<file path="src/rtl/moving_sprite_if.sv">
// moving_sprite_if
// Pixel-stream and motion-control bundle for the moving_sprite block.
//   i_hcount / i_vcount    : current pixel column / row from the video timing source
//   i_new_frame / i_enable : once-per-frame update strobe and motion enable
//   i_dx / i_dy            : per-frame speed on each axis (unsigned)
//   o_red/o_green/o_blue   : registered pixel colour
//   o_in_sprite            : registered hit flag aligned with the colour
//   o_x / o_y              : current top-left sprite position
//   o_bounce               : one-cycle pulse on any edge bounce
//   o_bounce_count         : wrapping count of bounces since reset
// The "master" side is the video timing / control source, "slave" is the sprite.
interface moving_sprite_if;
    logic [10:0] i_hcount;
    logic [9:0]  i_vcount;
    logic        i_new_frame;
    logic        i_enable;
    logic [3:0]  i_dx;
    logic [3:0]  i_dy;
    logic [7:0]  o_red;
    logic [7:0]  o_green;
    logic [7:0]  o_blue;
    logic        o_in_sprite;
    logic [10:0] o_x;
    logic [9:0]  o_y;
    logic        o_bounce;
    logic [7:0]  o_bounce_count;

    modport master (
        output i_hcount, i_vcount, i_new_frame, i_enable, i_dx, i_dy,
        input  o_red, o_green, o_blue, o_in_sprite, o_x, o_y, o_bounce, o_bounce_count
    );

    modport slave (
        input  i_hcount, i_vcount, i_new_frame, i_enable, i_dx, i_dy,
        output o_red, o_green, o_blue, o_in_sprite, o_x, o_y, o_bounce, o_bounce_count
    );
endinterface

</file>
<file path="src/rtl/moving_sprite.sv">
// moving_sprite
// Rectangle sprite that bounces around the active video area. The position is
// updated once per frame (on i_new_frame with i_enable) and the pixel stream is
// rendered through a two-stage registered hit pipeline.
//   i_clk   : pixel clock, all state changes on its rising edge
//   i_rst_n : asynchronous active-low reset
//   bus     : moving_sprite_if.slave (pixel coordinates, motion control, outputs)
module moving_sprite #(
    parameter int          WIDTH    = 128,
    parameter int          HEIGHT   = 128,
    parameter logic [23:0] COLOR    = 24'hFF_FF_FF,
    parameter int          H_ACTIVE = 1280,
    parameter int          V_ACTIVE = 720,
    parameter int          INIT_X   = 0,
    parameter int          INIT_Y   = 0,
    parameter int          MODE     = 0,
    parameter int          BORDER   = 4
) (
    input  logic           i_clk,
    input  logic           i_rst_n,
    moving_sprite_if.slave bus
);
    // All edge arithmetic is carried out in 12 bits so x+WIDTH etc. never wrap.
    localparam logic [11:0] X_MAX  = 12'(H_ACTIVE - WIDTH);
    localparam logic [11:0] Y_MAX  = 12'(V_ACTIVE - HEIGHT);
    localparam logic [11:0] W12    = 12'(WIDTH);
    localparam logic [11:0] H12    = 12'(HEIGHT);
    localparam logic [11:0] B12    = 12'(BORDER);
    localparam logic [11:0] HA12   = 12'(H_ACTIVE);
    localparam logic [11:0] VA12   = 12'(V_ACTIVE);

    logic [10:0] x_r;
    logic [9:0]  y_r;
    logic        dir_x_r;
    logic        dir_y_r;
    logic        bounce_r;
    logic [7:0]  bounce_count_r;

    logic        in_x_r;
    logic        in_y_r;
    logic        active_r;
    logic        edge_r;
    logic        in_sprite_r;
    logic [23:0] color_r;

    logic [11:0] x_ext_s, y_ext_s, dx_ext_s, dy_ext_s, x_sum_s, y_sum_s;
    logic [10:0] x_nxt_s;
    logic [9:0]  y_nxt_s;
    logic        dir_x_nxt_s, dir_y_nxt_s, bounce_x_s, bounce_y_s;
    logic [11:0] hc_s, vc_s, x_end_s, y_end_s;
    logic        edge_s, hit_s;

    assign x_ext_s  = {1'b0, x_r};
    assign y_ext_s  = {2'b00, y_r};
    assign dx_ext_s = {8'h00, bus.i_dx};
    assign dy_ext_s = {8'h00, bus.i_dy};
    assign x_sum_s  = x_ext_s + dx_ext_s;
    assign y_sum_s  = y_ext_s + dy_ext_s;

    // Next X position / direction; a zero speed freezes the axis even at an edge.
    always_comb begin
        x_nxt_s     = x_r;
        dir_x_nxt_s = dir_x_r;
        bounce_x_s  = 1'b0;
        if (bus.i_dx == 4'd0) begin
            x_nxt_s = x_r;
        end else if (dir_x_r == 1'b0) begin
            if (x_sum_s >= X_MAX) begin
                x_nxt_s     = X_MAX[10:0];
                dir_x_nxt_s = 1'b1;
                bounce_x_s  = 1'b1;
            end else begin
                x_nxt_s = 11'(x_sum_s);
            end
        end else begin
            if (x_ext_s <= dx_ext_s) begin
                x_nxt_s     = 11'd0;
                dir_x_nxt_s = 1'b0;
                bounce_x_s  = 1'b1;
            end else begin
                x_nxt_s = 11'(x_ext_s - dx_ext_s);
            end
        end
    end

    // Next Y position / direction, same rules as X.
    always_comb begin
        y_nxt_s     = y_r;
        dir_y_nxt_s = dir_y_r;
        bounce_y_s  = 1'b0;
        if (bus.i_dy == 4'd0) begin
            y_nxt_s = y_r;
        end else if (dir_y_r == 1'b0) begin
            if (y_sum_s >= Y_MAX) begin
                y_nxt_s     = Y_MAX[9:0];
                dir_y_nxt_s = 1'b1;
                bounce_y_s  = 1'b1;
            end else begin
                y_nxt_s = 10'(y_sum_s);
            end
        end else begin
            if (y_ext_s <= dy_ext_s) begin
                y_nxt_s     = 10'd0;
                dir_y_nxt_s = 1'b0;
                bounce_y_s  = 1'b1;
            end else begin
                y_nxt_s = 10'(y_ext_s - dy_ext_s);
            end
        end
    end

    // Motion state: commit position on enabled frame strobe; a corner bounce counts once.
    always_ff @(posedge i_clk or negedge i_rst_n) begin
        if (!i_rst_n) begin
            x_r            <= 11'(INIT_X);
            y_r            <= 10'(INIT_Y);
            dir_x_r        <= 1'b0;
            dir_y_r        <= 1'b0;
            bounce_r       <= 1'b0;
            bounce_count_r <= 8'd0;
        end else if (bus.i_new_frame && bus.i_enable) begin
            x_r      <= x_nxt_s;
            y_r      <= y_nxt_s;
            dir_x_r  <= dir_x_nxt_s;
            dir_y_r  <= dir_y_nxt_s;
            bounce_r <= bounce_x_s | bounce_y_s;
            if (bounce_x_s | bounce_y_s) begin
                bounce_count_r <= bounce_count_r + 8'd1;
            end
        end else begin
            bounce_r <= 1'b0;
        end
    end

    assign hc_s    = {1'b0, bus.i_hcount};
    assign vc_s    = {2'b00, bus.i_vcount};
    assign x_end_s = x_ext_s + W12;
    assign y_end_s = y_ext_s + H12;
    // Outline band: within BORDER pixels of any sprite edge (BORDER <= WIDTH/HEIGHT).
    assign edge_s  = (hc_s < (x_ext_s + B12)) || (hc_s >= (x_end_s - B12)) ||
                     (vc_s < (y_ext_s + B12)) || (vc_s >= (y_end_s - B12));

    // Hit stage 1: compare the pixel against the current-cycle position.
    always_ff @(posedge i_clk or negedge i_rst_n) begin
        if (!i_rst_n) begin
            in_x_r   <= 1'b0;
            in_y_r   <= 1'b0;
            active_r <= 1'b0;
            edge_r   <= 1'b0;
        end else begin
            in_x_r   <= (hc_s >= x_ext_s) && (hc_s < x_end_s);
            in_y_r   <= (vc_s >= y_ext_s) && (vc_s < y_end_s);
            active_r <= (hc_s < HA12) && (vc_s < VA12);
            edge_r   <= edge_s;
        end
    end

    assign hit_s = in_x_r && in_y_r && active_r && ((MODE == 1) ? edge_r : 1'b1);

    // Hit stage 2: registered hit flag and colour.
    always_ff @(posedge i_clk or negedge i_rst_n) begin
        if (!i_rst_n) begin
            in_sprite_r <= 1'b0;
            color_r     <= 24'h00_00_00;
        end else begin
            in_sprite_r <= hit_s;
            color_r     <= hit_s ? COLOR : 24'h00_00_00;
        end
    end

    assign bus.o_red          = color_r[23:16];
    assign bus.o_green        = color_r[15:8];
    assign bus.o_blue         = color_r[7:0];
    assign bus.o_in_sprite    = in_sprite_r;
    assign bus.o_x            = x_r;
    assign bus.o_y            = y_r;
    assign bus.o_bounce       = bounce_r;
    assign bus.o_bounce_count = bounce_count_r;
endmodule

</file>
<file path="src/flat_wrapper.sv">
// flat-port wrapper written by rule: the top's interface ports become plain ports
module moving_sprite_flat 
#(
    parameter int          WIDTH    = 128,
    parameter int          HEIGHT   = 128,
    parameter logic [23:0] COLOR    = 24'hFF_FF_FF,
    parameter int          H_ACTIVE = 1280,
    parameter int          V_ACTIVE = 720,
    parameter int          INIT_X   = 0,
    parameter int          INIT_Y   = 0,
    parameter int          MODE     = 0,
    parameter int          BORDER   = 4
)
  (i_clk, i_rst_n, bus_i_hcount, bus_i_vcount, bus_i_new_frame, bus_i_enable, bus_i_dx, bus_i_dy, bus_o_red, bus_o_green, bus_o_blue, bus_o_in_sprite, bus_o_x, bus_o_y, bus_o_bounce, bus_o_bounce_count);
  moving_sprite_if bus_i ();
  input  logic i_clk;
  input  logic i_rst_n;
  input wire logic [$bits(bus_i.i_hcount)-1:0] bus_i_hcount;
  input wire logic [$bits(bus_i.i_vcount)-1:0] bus_i_vcount;
  input wire logic [$bits(bus_i.i_new_frame)-1:0] bus_i_new_frame;
  input wire logic [$bits(bus_i.i_enable)-1:0] bus_i_enable;
  input wire logic [$bits(bus_i.i_dx)-1:0] bus_i_dx;
  input wire logic [$bits(bus_i.i_dy)-1:0] bus_i_dy;
  output wire logic [$bits(bus_i.o_red)-1:0] bus_o_red;
  output wire logic [$bits(bus_i.o_green)-1:0] bus_o_green;
  output wire logic [$bits(bus_i.o_blue)-1:0] bus_o_blue;
  output wire logic [$bits(bus_i.o_in_sprite)-1:0] bus_o_in_sprite;
  output wire logic [$bits(bus_i.o_x)-1:0] bus_o_x;
  output wire logic [$bits(bus_i.o_y)-1:0] bus_o_y;
  output wire logic [$bits(bus_i.o_bounce)-1:0] bus_o_bounce;
  output wire logic [$bits(bus_i.o_bounce_count)-1:0] bus_o_bounce_count;
  assign bus_i.i_hcount = bus_i_hcount;
  assign bus_i.i_vcount = bus_i_vcount;
  assign bus_i.i_new_frame = bus_i_new_frame;
  assign bus_i.i_enable = bus_i_enable;
  assign bus_i.i_dx = bus_i_dx;
  assign bus_i.i_dy = bus_i_dy;
  assign bus_o_red = bus_i.o_red;
  assign bus_o_green = bus_i.o_green;
  assign bus_o_blue = bus_i.o_blue;
  assign bus_o_in_sprite = bus_i.o_in_sprite;
  assign bus_o_x = bus_i.o_x;
  assign bus_o_y = bus_i.o_y;
  assign bus_o_bounce = bus_i.o_bounce;
  assign bus_o_bounce_count = bus_i.o_bounce_count;
  moving_sprite #(.WIDTH(WIDTH), .HEIGHT(HEIGHT), .COLOR(COLOR), .H_ACTIVE(H_ACTIVE), .V_ACTIVE(V_ACTIVE), .INIT_X(INIT_X), .INIT_Y(INIT_Y), .MODE(MODE), .BORDER(BORDER)) u_core (.i_clk(i_clk), .i_rst_n(i_rst_n), .bus(bus_i));
endmodule
</file>
<file path="config.mk">
export PLATFORM = sky130hd
export DESIGN_NAME = moving_sprite_flat
export DESIGN_NICKNAME = d
export VERILOG_FILES = /design/src/rtl/moving_sprite_if.sv /design/src/rtl/moving_sprite.sv /design/src/flat_wrapper.sv
export SDC_FILE = /design/constraint.sdc
export NUM_CORES = 1
export LEC_CHECK = 0
export CORE_ASPECT_RATIO = 1.2
export CORE_UTILIZATION = 52
export DETAILED_ROUTE_END_ITERATION = 8
export PLACE_DENSITY_LB_ADDON = 0.1
export SYNTH_ARGS = -nofsm -noshare
export SYNTH_HDL_FRONTEND = slang
export SYNTH_SLANG_ARGS = --single-unit
</file>
<file path="constraint.sdc">
create_clock -name i_clk -period 3.7 [get_ports i_clk]
set_input_delay 0.925 -clock i_clk [delete_from_list [all_inputs] [get_ports i_clk]]
set_output_delay 0.925 -clock i_clk [all_outputs]
set_load 0.01 [all_outputs]
</file>
* After elaboration in Yosys (flattened, before gate mapping)
Index checks and enable logic that the tools add are counted. Widths: inputs -> output; s select.
Cells by class: eq/ne operators 0, shift operators 0, div/mod/pow operators 0, mux-type cells 20, multiply operators 0, bitwise logic cells 3, $add $sub $neg 7, $lt $le $gt $ge 10, reduce and logical (&&, ||, !) cells 11
Operators by type and width (count):
- $mux 11 | 3
- $mux 10 | 3
- $mux 24 | 1
- $mux 1 | 13
- $add 11x4->12 | 1
- $add 11x8->12 const B | 1
- $ge 12x10->1 const B | 1
- $ge 12x11->1 const B | 1
- $lt 10x12->1 | 1
- $lt 11x12->1 | 1
- $add 10x4->11 | 1
- $add 10x8->11 const B | 1
- $ge 11x11->1 | 1
- $le 11x4->1 | 1
- $lt 11x11->1 const B | 1
- $sub 11x4->11 | 1
- $ge 10x10->1 | 1
- $le 10x4->1 | 1
- $lt 10x10->1 const B | 1
- $sub 10x4->10 | 1
- $add 8x1->8 const B | 1
- $logic_not 4->1 | 2
- $logic_and 1x1->1 | 6
- $reduce_and 2->1 | 3
- 2 further kinds | 3
Word-level totals: memory bits (read-only) 0, RAM bits 0, input port bits 33, memories kept 0, bits in latches 0, output and inout bits 55, logic and storage cells 62, bits in registers 60

* Depth between registers and ports, before layout
depth in word-level cells 7, mapped depth 13, depth with buffers taken out 12

* Least setup slack after synthesis
No wires, ideal clock.
path type input port to flip-flop, from input bus_i_dy[0], to register u_core.bounce_count_r[1], in the netlist u_core.bus.o_bounce_count[1], cell stages on the path 10, data arrival time 3.197 ns, setup slack 0.378 ns, cell sequence ha_1 > fa_1 > nand2b_4 > a21oi_1 > or4_1 > a2bb2oi_1 > a21oi_1 > nor2_1 > a32oi_4 > mux2_4
Between the ends: cells in the longest elaborated chain, start to end 7, elaborated cells between the ends (all ways) 10, those cells by class 1 x add/sub; 2 x order compare; 4 x mux; 1 x bitwise; 2 x reduce/logical
Ends and longest elaborated chain:
- start, declared | line flat_wrapper.sv:23 | input wire logic [$bits(bus_i.i_dy)-1:0] bus_i_dy;
- $add 10x4->11 | line moving_sprite.sv:58 | assign y_sum_s = y_ext_s + dy_ext_s;
- $ge 12x10->1 | line moving_sprite.sv:94 | if (y_sum_s >= Y_MAX) begin
- $mux 1 | line moving_sprite.sv:94
- $mux 1 | line moving_sprite.sv:93 | end else if (dir_y_r == 1'b0) begin
- $mux 1 * | line moving_sprite.sv:91 | if (bus.i_dy == 4'd0) begin
- $or 1x1->1 * | line moving_sprite.sv:127 | if (bounce_x_s | bounce_y_s) begin
- $reduce_and 2->1 (no line) *
- end signal, assigned | line moving_sprite.sv:128 | bounce_count_r <= bounce_count_r + 8'd1;
- end, declared | line moving_sprite.sv:37 | logic [7:0] bounce_count_r;
Mark *: on every way between the ends. The rest lies on a longest branch, timed or not. A chain may end at the register's enable or synchronous reset.

* Worst setup path in the final report
from input bus_i_dy[1], to register u_core.y_r[3], in the netlist u_core.bus.o_y[3]
Between the ends: cells in the longest elaborated chain, start to end 4, elaborated cells between the ends (all ways) 10, those cells by class 2 x add/sub; 2 x order compare; 3 x mux; 1 x bitwise; 2 x reduce/logical
Ends and longest elaborated chain:
- $add 10x4->11 | line moving_sprite.sv:58
- $ge 12x10->1 | line moving_sprite.sv:94
- $mux 10 | line moving_sprite.sv:94
- $mux 10 | line moving_sprite.sv:93
- end signal, assigned | line moving_sprite.sv:116 | y_r <= 10'(INIT_Y);
- end signal, assigned | line moving_sprite.sv:123 | y_r <= y_nxt_s;
- end, declared | line moving_sprite.sv:33 | logic [9:0] y_r;
Parallel ways exist; a longest one is shown, timed or not.

==> metrics.txt <==
Hold Fails Final Rpt=0; Post-CTS Repair Setup Buffers=0; Worst-path clk slew=0.07 ns; Netlist Area Pre-Place=0.00400 mm^2; CTS tree=yes; VDD IR max=0.000362 V; Slew Limit Fails=0; vias in the first global route=3774; total chip power=3.43 mW; Syn Inst Count=468; # DRC=0; chip width=82.0 um; initial core utilization=0.543; worst hold path class=register to register; antenna violations before repair=0; Synthesis Warnings=0; worst-skew pair later-pin latency=0.29 ns; Placed Area=0.00502 mm^2; commonest non-fill, non-tap cell in the layout=clkdlybuf4s50_1; Num CTS Buffers=5; Post-synth ARST share=1.00; IO Count=88; library cells used by synthesis=77; wire per inst=15.7 um; I/O Buffers=87; global-route wire length before repair=17300 um; nets=650; fraction of layout cells with a size suffix above 1=0.145; H-tree levels=2; Detailed Place HPWL=7970 um; commonest cells after routing, fill and taps aside=clkdlybuf4s50_1, ha_1, buf_4, inv_1; Logic pwr share=0.665; Antenna Cells=0; Syn Area/Cell=8.54 um^2; pwr dens=668 mW/mm^2; CP arrival=3.69 ns; total grt overflow=0; Post-synth EDFFs=0; routed via count=3772; top_reg_cell synth=dfrtp_1; skew final=0.0132 ns; post-route ant nets=0; Final Cell Area=0.00513 mm^2; Via density=5.77; flops & latches, synth=36; period utilization=0.959; Core Rows=34; register area share after synthesis=0.225; clock sinks=36; die area=0.00804 mm^2; Sw Share=0.457; CP Data Required Time=3.85 ns; P_int=1.86 mW; Sequential Power Share=0.231; Syn Nets=555; slew margin rel.=0.423; Clock power frac=0.104; sw power=1.57 mW; Root Buffer=clkbuf_8; Critical Path Start Type=input port; RSZ-0062 raised after global routing=false; Core ar.=0.00736 mm^2; status=finished clean; largest net degree at the start of global routing=37; Max Root-Sink Buffers=2; actual slew at the worst max-slew pin=0.865 ns; Leakage Power=2.26 nW; Final min period=3.55 ns; synthesis-to-finish area growth=28.3%; global-route usage over all layers=0.273; final WL=10300 um; first-iteration detailed-routing DRC count=196; Crit. End Element=register; final setup fails=0; fin util=0.697; Die Height=98.0 um; Critical Path Fanout Max=8; MaxCap Viol Count=0; WS Path Type=input port to register; Worst Hold Slack=0.473 ns; Max Freq=282 MHz; GP Congestion=0.913; Initial DRT Pass Iterations=4
==> metrics by stage <==
stage | TNS (ns) | worst slack, ns | instances
floorplan | 0 | 0.378 | 468
CTS | 0 | 0.154 | 654
detailed placement | -1.26 | -0.154 | 646
global route | 0 | 0.00302 | 654
finish | 0 | 0.151 | 654
global placement | -0.752 | -0.127 | 646
==> synth_stat cells, types with 8 or more instances <==
library cell	count	area share
a21o_1	10	0.019
ha_1	50	0.16
clkbuf_1	8	0.0075
buf_4	25	0.047
o21ai_0	31	0.039
o22ai_1	8	0.013
inv_1	37	0.035
dfrtp_1	36	0.23
nor3_1	12	0.015
nand3_1	12	0.015
nand2_1	24	0.023
a21oi_1	36	0.045
xnor2_1	10	0.022
nor2_1	33	0.031
==> path summary, 6_finish.rpt <==
check / cells after the start / slack (ns) / startpoint / end
setup / recovery: 12 / 0.15 / bus_i_dy[1] / u_core.bus.o_y[3]$_DFFE_PN0P_
hold / removal: 1 / 0.47 / u_core.bus.o_bounce_count[7]$_DFFE_PN0P_ / u_core.bus.o_bounce_count[7]$_DFFE_PN0P_
setup reg to reg: 11 / 0.83 / u_core.bus.o_x[0]$_DFFE_PN0P_ / u_core.bus.o_bounce_count[7]$_DFFE_PN0P_
hold reg to reg: 1 / 0.47 / u_core.bus.o_bounce_count[7]$_DFFE_PN0P_ / u_core.bus.o_bounce_count[7]$_DFFE_PN0P_
max in group asynchronous: 1 / 2.41 / i_rst_n / u_core.bus.o_x[9]$_DFFE_PN0P_
min in group asynchronous: 1 / 0.74 / i_rst_n / u_core.bus.o_y[2]$_DFFE_PN0P_
==> logic make-up after synthesis <==
| kind of cell | synth area share |
|---|---|
| buffers and inverters | 0.111 |
| flip-flops | 0.225 |
| XOR/XNOR | 0.0307 |
| adder cells (fa/ha/maj) | 0.177 |
| AND/OR/NAND/NOR | 0.198 |
| AO/OA/AOI/OAI | 0.249 |
| multiplexers | 0.00876 |
==> flip-flops by register name, indices dropped and copies added (netlist names) <==
signal and cells:
u_core.bus.o_x 11, u_core.bus.o_y 10, u_core.bus.o_bounce_count 8, u_core.active_r 1, u_core.bus.o_bounce 1, u_core.color_r 1
u_core.dir_x_r 1, u_core.dir_y_r 1, u_core.in_x_r 1, u_core.in_y_r 1
==> cell type report <==
| cell class | instances | area [um^2] |
|---|---|---|
| Multi-Input combinational cell | 349 | 2660 |
| Clock buffer | 6 | 72.6 |
| Clock inverter | 2 | 35.0 |
| Timing Repair Buffer | 132 | 1200 |
| Tap cell | 90 | 113 |
| Fill cell | 612 | 2230 |
| Sequential cell | 36 | 901 |
| Inverter | 39 | 146 |
==> what timing repair did <==
item,CTS,global route
resized for setup,0,2
hold buffers,0,0
endpoints found under the setup margin,0,4
==> critical path, stage by stage <==
cell and delay [ns]:
clkdlybuf4s50_1 0.56, inv_1 0.06, ha_1 0.30, nor2b_2 0.06
o21ai_1 0.36, a21o_1 0.22, a2bb2oi_1 0.20, a21oi_1 0.11
or2_2 0.40, a221o_1 0.35, nand3_1 0.08, o21ai_0 0.08
==> power groups by stage <==
| stage | registers (mW) | clock network (mW) | logic (mW) |
|---|---|---|---|
| after floorplan | 0.743 | 0 | 1.48 |
| after global placement | 0.788 | 0 | 2.20 |
| after detailed placement | 0.795 | 0 | 2.25 |
| after CTS | 0.790 | 0.361 | 2.27 |
| after global routing | 0.825 | 0.378 | 2.52 |
| final | 0.792 | 0.356 | 2.28 |
==> layer usage <==
layer | GRT usage | part of all wire | vias to the layer above
met2 | 0.484 | 0.52 | 101
met3 | 0.0318 | 0.035 | 16
met5 | 0 | 0 | -
met1 | 0.329 | 0.43 | 1797
met4 | 0.0999 | 0.019 | 0
li1 | - | - | 1858
Note: power is estimated with default switching activity, not from simulation.
